File: src/rtl/activity_led_ctrl.sv
// activity_led_ctrl
//   Multi-channel activity LED controller. Each channel turns single-cycle
//   activity strobes into a burst of PULSES blinks, each 2^COUNTER_WIDTH
//   cycles long, or holds its LED statically off/on. A shared 8-bit PWM
//   stage applies a global brightness to every channel.
//
// Parameters
//   NUM_CH        number of independent channels (>=1)
//   COUNTER_WIDTH blink period is 2^COUNTER_WIDTH cycles (>=2)
//   PULSES        blinks per burst (>=1)
//
// Ports
//   clk        clock
//   rst_n      asynchronous active-low reset
//   trigger    per-channel activity strobe
//   mode       channel i uses mode[2i+1:2i]:
//              00 off, 01 on, 10 burst, 11 burst retriggerable
//   brightness global PWM duty (0 dark, 255 full)
//   led_out    registered LED drive
//   busy       registered, high while the channel is mid-burst
module activity_led_ctrl #(
  parameter int unsigned NUM_CH        = 4,
  parameter int unsigned COUNTER_WIDTH = 25,
  parameter int unsigned PULSES        = 4
) (
  input  logic                  clk,
  input  logic                  rst_n,
  input  logic [NUM_CH-1:0]     trigger,
  input  logic [2*NUM_CH-1:0]   mode,
  input  logic [7:0]            brightness,
  output logic [NUM_CH-1:0]     led_out,
  output logic [NUM_CH-1:0]     busy
);

  localparam int unsigned PW = (PULSES > 1) ? $clog2(PULSES) : 1;
  localparam logic [PW-1:0] LAST_PIDX = PW'(PULSES - 1);

  typedef enum logic {
    IDLE   = 1'b0,
    ACTIVE = 1'b1
  } state_t;

  logic [NUM_CH-1:0] raw;
  logic [NUM_CH-1:0] busy_d;
  logic [7:0]        pwm_cnt_q;
  logic              pwm_on;

  for (genvar g = 0; g < NUM_CH; g++) begin : g_ch
    state_t                   state_q, state_d;
    logic [COUNTER_WIDTH-1:0] cnt_q, cnt_d;
    logic [PW-1:0]            pidx_q, pidx_d;
    logic [1:0]               ch_mode;

    assign ch_mode = mode[2*g +: 2];

    always_comb begin
      state_d = state_q;
      cnt_d   = cnt_q;
      pidx_d  = pidx_q;
      raw[g]  = 1'b0;
      if (!ch_mode[1]) begin
        // Static modes abort any burst in progress.
        state_d = IDLE;
        cnt_d   = '0;
        pidx_d  = '0;
        raw[g]  = ch_mode[0];
      end else begin
        raw[g] = (state_q == ACTIVE) & cnt_q[COUNTER_WIDTH-1];
        if (state_q == IDLE) begin
          cnt_d  = '0;
          pidx_d = '0;
          if (trigger[g]) state_d = ACTIVE;
        end else begin
          cnt_d = cnt_q + 1'b1;
          // Retrigger restarts the pulse count but leaves cnt running so
          // the blink phase is continuous; it also overrides end-of-burst.
          if (ch_mode[0] && trigger[g]) begin
            pidx_d = '0;
          end else if (&cnt_q) begin
            if (pidx_q == LAST_PIDX) begin
              state_d = IDLE;
              pidx_d  = '0;
            end else begin
              pidx_d = pidx_q + 1'b1;
            end
          end
        end
      end
    end

    assign busy_d[g] = (state_d == ACTIVE);

    always_ff @(posedge clk or negedge rst_n) begin
      if (!rst_n) begin
        state_q <= IDLE;
        cnt_q   <= '0;
        pidx_q  <= '0;
      end else begin
        state_q <= state_d;
        cnt_q   <= cnt_d;
        pidx_q  <= pidx_d;
      end
    end
  end

  assign pwm_on = (brightness == 8'hFF) | (pwm_cnt_q < brightness);

  always_ff @(posedge clk or negedge rst_n) begin
    if (!rst_n) begin
      pwm_cnt_q <= '0;
      led_out   <= '0;
      busy      <= '0;
    end else begin
      pwm_cnt_q <= pwm_cnt_q + 8'd1;
      led_out   <= raw & {NUM_CH{pwm_on}};
      busy      <= busy_d;
    end
  end

endmodule
File: config.mk
export PLATFORM = sky130hd
export DESIGN_NAME = activity_led_ctrl
export DESIGN_NICKNAME = d
export VERILOG_FILES = /design/src/rtl/activity_led_ctrl.sv
export SDC_FILE = /design/constraint.sdc
export NUM_CORES = 1
export LEC_CHECK = 0
export ABC_AREA = 1
export BUFFER_PORTS_ARGS = -buffer_cell sky130_fd_sc_hd__buf_2
export CORE_UTILIZATION = 38
export CTS_BUF_LIST = sky130_fd_sc_hd__clkbuf_4
export DETAILED_ROUTE_END_ITERATION = 8
export GPL_TIMING_DRIVEN = 0
export PLACE_DENSITY_LB_ADDON = 0.15
export SLEW_MARGIN = 20
export SYNTH_ARGS = -nofsm -noshare
export SYNTH_HDL_FRONTEND = slang
export SYNTH_SLANG_ARGS = --single-unit
File: constraint.sdc
create_clock -name clk -period 1.6 [get_ports clk]
set_input_delay 0.08 -clock clk [delete_from_list [all_inputs] [get_ports clk]]
set_output_delay 0.08 -clock clk [all_outputs]
set_load 0.02 [all_outputs]
==> flow_summary.json <==
{
  "grt_use_total_pct": 16.7,
  "hold_viol": 0,
  "final_core_util_pct": 45.0,
  "cp_common_cell": "nor2_4",
  "post-route-period-util_pct": 92.4,
  "ios": 30,
  "synth_fa_ha_area_share_pct": 2.88,
  "maxSlewHeadroom_pct": 63.1,
  "drc": 0,
  "via_per_inst": 4.66,
  "cts_buffer_depth": 2,
  "cts-root-buf": "clkbuf_4",
  "rrSetupSlack_ns": 0.12,
  "synth_top_area_share_pct": 44.7,
  "path_max_fanout": 5,
  "finClkSkew_ns": 0.0159,
  "cts_num_sinks": 124,
  "worst-path-buf-inv": 1,
  "initial_utilization_pct": 38.7,
  "powerDensity_nw_per_um2": 715,
  "grt_pass1_vias": 5422,
  "wl_um": 14500,
  "synth_cell_types": 37,
  "final_area_um2": 8090,
  "synthTopCellsByCount": "nand2_1 (225), nor2_1 (173), dfrtp_1 (124)",
  "synthesis.area_um2": 6940,
  "die_x_um": 137,
  "syn_nets": 971,
  "core_um2": 18000,
  "place.port_buffers": 29,
  "path_cells": "ha_2, nand2_2, nor2_4, nand2_4, nor2_4, buf_4, o21ai_1, a21oi_1",
  "ys_top_cells_by_area": "dfrtp_1 (45%), nand2_1 (12%), nor2_1 (9.4%)",
  "synth-compound-area-share_pct": 9.10,
  "critPathTopFamily": "simple AND/OR/NAND/NOR gates",
  "synth.most_common_cell": "nand2_1",
  "first_pass_iters": 6,
  "drt.antenna.violating_nets": 0,
  "p_leak_nw": 3.71,
  "htree_levels": 4,
  "yosys-mux-area-fraction_pct": 0,
  "cts_inserted_buffers": 17,
  "synth_xor_area_share_pct": 0.757,
  "area_growth_pct": 16.5,
  "crit_required_ns": 2.06,
  "synth_warnings": 0,
  "yosys.area_share.simple_pct": 35.0,
  "status": "finished clean",
  "grtUsageMet2_pct": 26.8,
  "std_cell_rows": 49,
  "maxCapViolations": 0,
  "slowest_stage": "dfrtp_1",
  "vias": 5876,
  "drt_iter0_drc": 326,
  "grt_pass1_wl_um": 24700,
  "critPathMaxStageDelay_ns": 0.39,
  "placed_cell_area_um2": 7410,
  "die_area_um2": 18800,
  "overflow": 0,
  "cp_data_arrival_time_ns": 1.94,
  "path_clk_slew_ns": 0.11,
  "gr-max-usage-layer": "met2",
  "synth_top_family_by_area": "simple AND/OR/NAND/NOR gates",
  "ys_seq_area_share_pct": 44.7,
  "drive_above_1_share_pct": 15.3,
  "die_h_um": 137,
  "place_congestion": 0.791,
  "fin_nets": 1055,
  "use_met1_pct": 22.1,
  "end_kind": "flop",
  "critPathLaunch": "g_ch[3].cnt_q[0]",
  "post_drt_wl_per_cell_um": 11.5,
  "synth_edf_count": 0,
  "power_mw": 5.78,
  "antenna_found_initial": 1,
  "r2r-start": "g_ch[3].cnt_q[0]",
  "finalSetupViolations": 0,
  "slew_viol_final": 0,
  "tns_ns": 0,
  "grt_max_degree": 93,
  "startpoint_type": "flop",
  "cts_tree": "done",
  "ir_drop_mv": 0.353,
  "gr-usage-met3_pct": 3.90,
  "yosys.area.top_type": "dfrtp_1",
  "rsz0062_at_grt": "true",
  "synth_ff_type": "dfrtp_1",
  "netlist_instances": 933,
  "critPathKind": "flop to flop",
  "holdCritPathClass": "primary input to asynchronous set/reset pin",
  "synth_seq_cells": 124,
  "syn_avg_cell_area_um2": 7.44,
  "async_reset_ff_share_pct": 100,
  "fin_crit_ns": 1.48,
  "clkLatencyLatePin_ns": 0.53,
  "hpwl_um": 10200,
  "fmax_mhz": 676,
  "worst_slew_pin_slew_ns": 0.554
}
[state kept, by name, summed over array words and instances (netlist names)]
name         count
led_out          4
pwm_cnt_q        8
g_ch.cnt_q     100
g_ch.pidx_q      8
busy             4
[cells by family after synthesis]
group | after synthesis
buffers and inverters | 132
flip-flops | 124
AO/OA/AOI/OAI | 116
AND/OR/NAND/NOR | 539
adder cells (fa/ha/maj) | 16
XOR/XNOR | 6
[per-layer routing]
metal	vias to the layer above	wire length (um)
li1	3139	-
met1	2658	7330
met2	73	6650
met3	6	386
met4	0	101
met5	-	0
[through the flow]
step / hold WS (ns) / instances / worst slack [ns]
floorplan: -0.216 / 933 / 0.233
global placement: 0.384 / 1191 / -1.33
detailed placement: -0.0331 / 1192 / 0.0367
CTS: 0.0208 / 1245 / 0.0225
global route: 0.0387 / 1260 / -0.00676
finish: 0.0711 / 1260 / 0.121
[placed cells by master, fill, tap and decap left out, types with 4 or more instances in the layout]
cell / synthesis / layout
nand2_1: 225 / 220
nor2_1: 173 / 172
dfrtp_1: 124 / 123
inv_1: 118 / 118
a21oi_1: 60 / 60
nand3_1: 47 / 47
buf_2: 5 / 33
o21ai_0: 30 / 30
nor3_1: 28 / 28
dlygate4sd3_1: 0 / 20
nor2_4: 14 / 17
buf_4: 4 / 17
clkbuf_4: 0 / 17
nand2_2: 12 / 15
nor2_2: 15 / 14
ha_1: 16 / 13
nand4_1: 8 / 8
o21a_1: 8 / 8
o21ai_1: 9 / 7
clkinv_2: 0 / 7
nand2_4: 4 / 6
nand3_2: 5 / 4
[area by class of cell]
| type | instances | area [um2] |
|---|---|---|
| Sequential cell | 124 | 3100 |
| Multi-Input combinational cell | 678 | 3390 |
| Tap cell | 229 | 287 |
| Timing Repair Buffer | 64 | 500 |
| Antenna cell | 1 | 2.50 |
| Inverter | 119 | 447 |
| Clock buffer | 17 | 128 |
| Clock inverter | 15 | 155 |
| Buffer | 13 | 80.1 |
| Fill cell | 1844 | 9870 |
[where the power goes]
part | leakage (nW) | switching [mW] | internal [mW]
logic | 1.85 | 0.219 | 0.141
clock network | 0.152 | 1.20 | 1.05
registers | 1.70 | 0.0157 | 3.15
total | 3.71 | 1.44 | 4.34
[final timing paths]
path	end	depth (start not counted)
worst max-delay path	g_ch[3].cnt_q[16]	8
worst min-delay path	g_ch[2].cnt_q[19]	3
worst max register to register	g_ch[3].cnt_q[16]	8
worst min register to register	g_ch[2].cnt_q[0]	1
max in group asynchronous	g_ch[1].cnt_q[15]	3
min in group clk	led_out[0]	9
[repair_timing]
item | in CTS | in global routing
buffers inserted | 0 | 12
setup endpoints to repair | 0 | 45
resized for setup | 0 | 21
endpoints found under the hold margin | 147 | 0
hold buffers | 21 | 0
[worst min-delay path, stage by stage]
cell and delay, ns:
dlygate4sd3_1 0.57, buf_8 0.12, buf_12 0.19
Note: power is estimated with default switching activity, not from simulation.
